<file path="src/rtl/lsu_mem_port_arbiter.sv">
// Arbitrates the single data-memory port between load issue and store-buffer drain.
// Optional build macro LSU_ARB_PERF_EN adds grant/stall performance counters.
module lsu_mem_port_arbiter #(
  parameter int ADDR_WIDTH    = 32,
  parameter int DATA_WIDTH    = 32,
  parameter int ROB_WIDTH     = 6,
  parameter int PHY_WIDTH     = 7,
  parameter int SB_HIGH_WATER = 6,
  parameter int STARVE_LIMIT  = 8
) (
  input  logic                  clk,
  input  logic                  rst,
  input  logic                  flush,
  input  logic                  ld_req_valid,
  output logic                  ld_req_ready,
  input  logic [ADDR_WIDTH-1:0] ld_req_addr,
  input  logic [2:0]            ld_req_funct3,
  input  logic [ROB_WIDTH-1:0]  ld_req_rob_id,
  input  logic [PHY_WIDTH-1:0]  ld_req_rd_phy,
  input  logic                  st_req_valid,
  output logic                  st_req_ready,
  input  logic [ADDR_WIDTH-1:0] st_req_addr,
  input  logic [DATA_WIDTH-1:0] st_req_data,
  input  logic [2:0]            st_req_funct3,
  input  logic [3:0]            sb_occupancy,
  output logic                  mem_req_valid,
  input  logic                  mem_req_ready,
  output logic                  mem_req_we,
  output logic [ADDR_WIDTH-1:0] mem_req_addr,
  output logic [DATA_WIDTH-1:0] mem_req_wdata,
  output logic [3:0]            mem_req_wstrb,
  input  logic                  mem_resp_valid,
  input  logic [DATA_WIDTH-1:0] mem_resp_rdata,
  output logic                  ld_resp_valid,
  output logic [DATA_WIDTH-1:0] ld_resp_data,
  output logic [ROB_WIDTH-1:0]  ld_resp_rob_id,
  output logic [PHY_WIDTH-1:0]  ld_resp_rd_phy
`ifdef LSU_ARB_PERF_EN
  ,
  output logic [31:0]           perf_ld_grants,
  output logic [31:0]           perf_st_grants,
  output logic [31:0]           perf_stall_cycles
`endif
);

  localparam int STARVE_W = $clog2(STARVE_LIMIT + 1);
  localparam logic [STARVE_W-1:0] STARVE_MAX = STARVE_LIMIT[STARVE_W-1:0];
  localparam logic [3:0] SB_HW = SB_HIGH_WATER[3:0];

  localparam logic [2:0] F3_B  = 3'b000;
  localparam logic [2:0] F3_H  = 3'b001;
  localparam logic [2:0] F3_BU = 3'b100;
  localparam logic [2:0] F3_HU = 3'b101;

  typedef enum logic [1:0] {
    IDLE = 2'd0,
    REQ  = 2'd1,
    RESP = 2'd2
  } state_t;

  state_t                state;
  logic [STARVE_W-1:0]   starve_cnt;
  logic                  kill;
  logic [2:0]            ld_funct3_r;
  logic [1:0]            ld_off_r;
  logic [ROB_WIDTH-1:0]  ld_rob_r;
  logic [PHY_WIDTH-1:0]  ld_phy_r;

  logic                  st_wins;
  logic                  grant_st;
  logic                  grant_ld;
  logic [1:0]            st_off;
  logic [3:0]            st_strb;
  logic [DATA_WIDTH-1:0] st_wdata;
  logic [7:0]            ld_byte;
  logic [15:0]           ld_half;
  logic [DATA_WIDTH-1:0] ld_fmt;

  // Stores win when loads are absent, the buffer is near full, or loads have hogged the port.
  always_comb begin
    st_wins  = st_req_valid &&
               (!ld_req_valid || (sb_occupancy >= SB_HW) || (starve_cnt >= STARVE_MAX));
    grant_st = !rst && (state == IDLE) && st_wins;
    grant_ld = !rst && (state == IDLE) && !st_wins && ld_req_valid && !flush;
  end

  assign st_req_ready = grant_st;
  assign ld_req_ready = grant_ld;

  always_comb begin
    st_off   = st_req_addr[1:0];
    st_strb  = 4'hF;
    st_wdata = st_req_data;
    case (st_req_funct3)
      F3_B: begin
        st_strb  = 4'b0001 << st_off;
        st_wdata = st_req_data << {st_off, 3'b000};
      end
      F3_H: begin
        st_strb  = 4'b0011 << {st_off[1], 1'b0};
        st_wdata = st_req_data << {st_off[1], 4'b0000};
      end
      default: begin
        st_strb  = 4'hF;
        st_wdata = st_req_data;
      end
    endcase
  end

  // Lane select and extension of the returned word for the latched load.
  always_comb begin
    ld_byte = mem_resp_rdata[{ld_off_r, 3'b000} +: 8];
    ld_half = mem_resp_rdata[{ld_off_r[1], 4'b0000} +: 16];
    case (ld_funct3_r)
      F3_B:    ld_fmt = {{(DATA_WIDTH-8){ld_byte[7]}}, ld_byte};
      F3_H:    ld_fmt = {{(DATA_WIDTH-16){ld_half[15]}}, ld_half};
      F3_BU:   ld_fmt = {{(DATA_WIDTH-8){1'b0}}, ld_byte};
      F3_HU:   ld_fmt = {{(DATA_WIDTH-16){1'b0}}, ld_half};
      default: ld_fmt = mem_resp_rdata;
    endcase
  end

  always_ff @(posedge clk) begin
    if (rst) begin
      state          <= IDLE;
      starve_cnt     <= '0;
      kill           <= 1'b0;
      ld_funct3_r    <= '0;
      ld_off_r       <= '0;
      ld_rob_r       <= '0;
      ld_phy_r       <= '0;
      mem_req_valid  <= 1'b0;
      mem_req_we     <= 1'b0;
      mem_req_addr   <= '0;
      mem_req_wdata  <= '0;
      mem_req_wstrb  <= '0;
      ld_resp_valid  <= 1'b0;
      ld_resp_data   <= '0;
      ld_resp_rob_id <= '0;
      ld_resp_rd_phy <= '0;
    end else begin
      ld_resp_valid <= 1'b0;
      case (state)
        IDLE: begin
          kill <= 1'b0;
          if (grant_st) begin
            state         <= REQ;
            mem_req_valid <= 1'b1;
            mem_req_we    <= 1'b1;
            mem_req_addr  <= {st_req_addr[ADDR_WIDTH-1:2], 2'b00};
            mem_req_wdata <= st_wdata;
            mem_req_wstrb <= st_strb;
            starve_cnt    <= '0;
          end else if (grant_ld) begin
            state         <= REQ;
            mem_req_valid <= 1'b1;
            mem_req_we    <= 1'b0;
            mem_req_addr  <= {ld_req_addr[ADDR_WIDTH-1:2], 2'b00};
            mem_req_wdata <= '0;
            mem_req_wstrb <= '0;
            ld_funct3_r   <= ld_req_funct3;
            ld_off_r      <= ld_req_addr[1:0];
            ld_rob_r      <= ld_req_rob_id;
            ld_phy_r      <= ld_req_rd_phy;
            if (st_req_valid && (starve_cnt < STARVE_MAX))
              starve_cnt <= starve_cnt + 1'b1;
          end
        end
        REQ: begin
          // A flushed load still completes its handshake; only its result is dropped.
          if (!mem_req_we && flush)
            kill <= 1'b1;
          if (mem_req_ready) begin
            mem_req_valid <= 1'b0;
            state         <= mem_req_we ? IDLE : RESP;
          end
        end
        RESP: begin
          if (flush)
            kill <= 1'b1;
          if (mem_resp_valid) begin
            state <= IDLE;
            if (!kill && !flush) begin
              ld_resp_valid  <= 1'b1;
              ld_resp_data   <= ld_fmt;
              ld_resp_rob_id <= ld_rob_r;
              ld_resp_rd_phy <= ld_phy_r;
            end
          end
        end
        default: state <= IDLE;
      endcase
    end
  end

`ifdef LSU_ARB_PERF_EN
  always_ff @(posedge clk) begin
    if (rst) begin
      perf_ld_grants    <= '0;
      perf_st_grants    <= '0;
      perf_stall_cycles <= '0;
    end else begin
      if (grant_ld)
        perf_ld_grants <= perf_ld_grants + 32'd1;
      if (grant_st)
        perf_st_grants <= perf_st_grants + 32'd1;
      if (mem_req_valid && !mem_req_ready)
        perf_stall_cycles <= perf_stall_cycles + 32'd1;
    end
  end
`endif

endmodule

</file>
<file path="config.mk">
export PLATFORM = sky130hd
export DESIGN_NAME = lsu_mem_port_arbiter
export DESIGN_NICKNAME = d
export VERILOG_FILES = /design/src/rtl/lsu_mem_port_arbiter.sv
export SDC_FILE = /design/constraint.sdc
export NUM_CORES = 1
export LEC_CHECK = 0
export ABC_AREA = 1
export BUFFER_PORTS_ARGS = -buffer_cell sky130_fd_sc_hd__buf_2
export CAP_MARGIN = 0
export CORE_AREA = 10 10 137 139
export DETAILED_ROUTE_END_ITERATION = 8
export DIE_AREA = 0 0 147 149
export HOLD_SLACK_MARGIN = 0.05
export MAX_ROUTING_LAYER = met4
export PLACE_DENSITY = 0.81
export SYNTH_ARGS = -nofsm -noshare
export SYNTH_HDL_FRONTEND = slang
export SYNTH_SLANG_ARGS = --single-unit
</file>
<file path="constraint.sdc">
create_clock -name clk -period 1.5 [get_ports clk]
set_clock_uncertainty 0.05 [all_clocks]
set_input_delay 0.3 -clock clk [delete_from_list [all_inputs] [get_ports clk]]
set_output_delay 0.3 -clock clk [all_outputs]
set_load 0.01 [all_outputs]
</file>
==> results.txt <==
worst hold endpoint - ld_off_r[0]$_SDFFE_PP0P_
fmax - 0.551 GHz
CP Cell Sequence - inv_4 -> ha_4 -> nand2_4 -> inv_2 -> nand3_4 -> clkinv_4 -> buf_6
setup ws final - -0.315 ns
Core Rows - 47
Top Ports - 276
Seq/Total Area, Yosys - 0.403
DP HPWL - 18600 um
chip height - 149 um
root buffer cell - clkbuf_16
wire per inst - 17.5 um
met2 usage - 0.382
layout cells sized above 1 - 0.400
largest net degree at the start of global routing - 55
Hold Path Origin - ld_req_addr[0]
Fin. Hold Viols - 0
worst min path class - input port to flop
Routed WL - 29100 um
DR DRC count - 0
max_cap viols - 0
Core ar. - 0.0162 mm2
clk sinks - 139
r2r setup slk - -0.29 ns
Worst-path clk slew - 0.06 ns
async set-reset flop share out of synthesis - 0
failing checks - negative setup slack
FF/Latch Area - 0.00279 mm2
number of global-route vias before repair - 8093
Leakage Power - 5.56 nW
Vias/cell - 5.20
cts bufs inserted - 17
Data required, critical path - 1.15 ns
ys flop type - dfxtp_1
Slew Limit Fails - 0
status - complete, but fails checks
first-pass GRT wire length - 42000 um
instance area at placement - 0.00887 mm2
Worst Path Arrival - 1.47 ns
complex-gate fraction of the synthesized area - 0.176
kind of critical path - flop to output port
Final period util - 1.21
syn_area_per_cell - 6.43 um2
H-Tree Depth - 4
TritonCTS clock tree - built
number of port buffers - 272
final setup violating endpoints - 137
PwrDens - 1180 mW/mm2
Adder-Cell Fraction of Synth Area - 0.00906
RSZ-0062 raised after global routing - yes
grt total ovfl - 0
Mapped Cells - 1073
met1 Use GR - 0.281
CP Capture Type - output port
vias - 8617
CP Max Fanout - 3
xor and xnor area share after synthesis - 0
Max IR drop VDD - 0.000867 V
Slew @ Worst Pin - 0.721 ns
Hold Path Cell Cnt - 3
Fin Hold WS - 0.0794 ns
Synth Warn # - 0
critical path's slowest cell - dfxtp_2
gpl congestion - 0.996
fin crit period - 1.82 ns
Die X - 147 um
Total Routing Usage GR - 0.244
CP startpoint kind - flop
GR peak layer - met2
Worst R2R Start - state[1]$_SDFFE_PP0P_
Total Nets Final - 1581
Synth Area in Simple Gates - 0.314
DRT antenna net count - 0
TritonRoute pass-1 iters - 5
synth unique cells - 29
GR Layer Usage met3 - 0.0765
FILL cells - 1322
Max-slew headroom - 0.519
post-synthesis mux area share - 0
FF+latch count, synth - 139
reg2reg end - mem_req_addr[16]$_SDFFE_PP0P_
largest family of logic cells by synthesized area - simple AND/OR/NAND/NOR gates
Skew-Pair Late Insertion Delay - 0.42 ns
initial antenna violation count - 6
DIE AREA - 0.0219 mm2
Post-synth EDFFs - 0
post-route cell area - 0.0111 mm2
CP peak stage delay - 0.36 ns
drt first-iter violations - 524
Reg2Reg Depth - 13
initial core utilization - 0.427
area of the mapped netlist - 0.00690 mm2
multi-input logic area - 0.00404 mm2
Syn-to-layout area delta - 60.5%
worst-case clock buffer depth - 2
-- metal layers --
layer / vias to the layer above / part of all wire / routed length [um]
met5: - / 0 / 0
met4: 0 / 0.037 / 1090
met3: 81 / 0.099 / 2870
met2: 452 / 0.47 / 13800
met1: 3930 / 0.39 / 11300
li1: 4154 / - / -
-- Yosys cell counts, types with 2 or more instances --
cell type,n,area share
a21o_1,7,0.0076
a21oi_1,98,0.071
buf_1,6,0.0033
buf_2,26,0.019
buf_4,6,0.0065
clkbuf_1,26,0.014
clkinv_1,2,0.0011
dfxtp_1,139,0.40
ha_1,5,0.0091
inv_1,90,0.049
inv_2,7,0.0038
nand2_1,266,0.14
nand2_2,4,0.0036
nand3_1,82,0.059
nand3b_1,2,0.0022
nand4_1,7,0.0063
nor2_1,160,0.087
nor2_4,2,0.0033
o211ai_1,2,0.0022
o21ai_0,123,0.089
o21ai_1,5,0.0036
-- report_power, final --
part           switching, mW  internal [mW]  leakage (nW)  total [mW]
sequential             0.269           4.14          1.13        4.41
combinational           2.44           2.07          4.16        4.51
clock                   1.76           2.36         0.275        4.12
-- worst max-delay path by stage --
stage	startpoint	endpoint	slack [ns]	cells past startpoint
finish	state[1]$_SDFFE_PP0P_	st_req_ready	-0.32	7
global route	state[1]$_SDFFE_PP0P_	st_req_ready	-0.36	7
CTS	state[0]$_SDFFE_PP0P_	ld_req_ready	-0.24	7
detailed placement	state[0]$_SDFFE_PP0P_	mem_req_wdata[27]$_SDFFE_PP0P_	-0.23	10
global placement	state[0]$_SDFFE_PP0P_	ld_funct3_r[0]$_SDFFE_PP0P_	-0.17	9
floorplan	state[0]$_SDFFE_PP0P_	mem_req_addr[20]$_SDFFE_PP0P_	-0.02	11
-- layout by cell type (no fill, tap or decap), types with 9 or more instances in the layout --
master and count:
a21oi_1 71, a21oi_2 26, buf_12 16, buf_16 10, buf_2 270, buf_4 54
buf_6 19, buf_8 9, clkbuf_16 25, dfxtp_1 136, inv_1 84, nand2_1 242
nand2_2 21, nand3_1 74, nor2_1 126, nor2_2 21, nor2_4 17, o21ai_0 59
o21ai_1 39, o21ai_2 29
-- final cells by class --
cell class	count	share of cell area
tap	220	0.0248
sequential	139	0.251
inverter	99	0.0367
multi-input combinational	772	0.365
timing repair buffer	388	0.268
clock inverter	14	0.0123
antenna	6	0.00136
clock buffer	18	0.0396
timing repair inverter	1	0.00102
-- metrics by stage --
stage	setup WS, ns	util	cells	setup TNS [ns]	total power, mW
floorplan	-0.0159	-	1074	-0.159	6.19
global placement	-0.172	0.549	1568	-16.98	7.53
detailed placement	-0.225	0.549	1568	-21.01	7.59
CTS	-0.242	0.630	1629	-16.47	12.3
global route	-0.359	0.685	1657	-28.10	13.7
finish	-0.315	0.685	1657	-19.33	13.0
-- critical path: cells and delay by family, from the launching register on --
kind	cells	cell delay, ns
adders and majority gates	1	0.16
and+or+nand+nor	2	0.20
buffers and inverters	4	0.32
DFF	1	0.36
-- cells by family after synthesis --
group | Yosys count
AND/OR/NAND/NOR | 527
other | 1
AO/OA/AOI/OAI | 237
buffers and inverters | 164
flip-flops | 139
adder cells (fa/ha/maj) | 5
-- flip-flops by register name, summed over array words and instances, names as in the netlist --
name and flops:
kill 1, ld_funct3_r 3, ld_off_r 2, ld_phy_r 7, ld_resp_data 32, ld_resp_rd_phy 7, ld_resp_rob_id 6, ld_resp_valid 1
ld_rob_r 6, mem_req_addr 30, mem_req_valid 1, mem_req_wdata 32, mem_req_we 1, mem_req_wstrb 4, starve_cnt 4, state 2
-- timing repair --
action,4_1_cts,5_1_grt
resized for setup,130,174
pin swaps,19,49
setup endpoints to repair,134,140
setup buffers,16,14
gates cloned,13,9
hold buffers,0,0
Power figures use the tool's default switching activity.
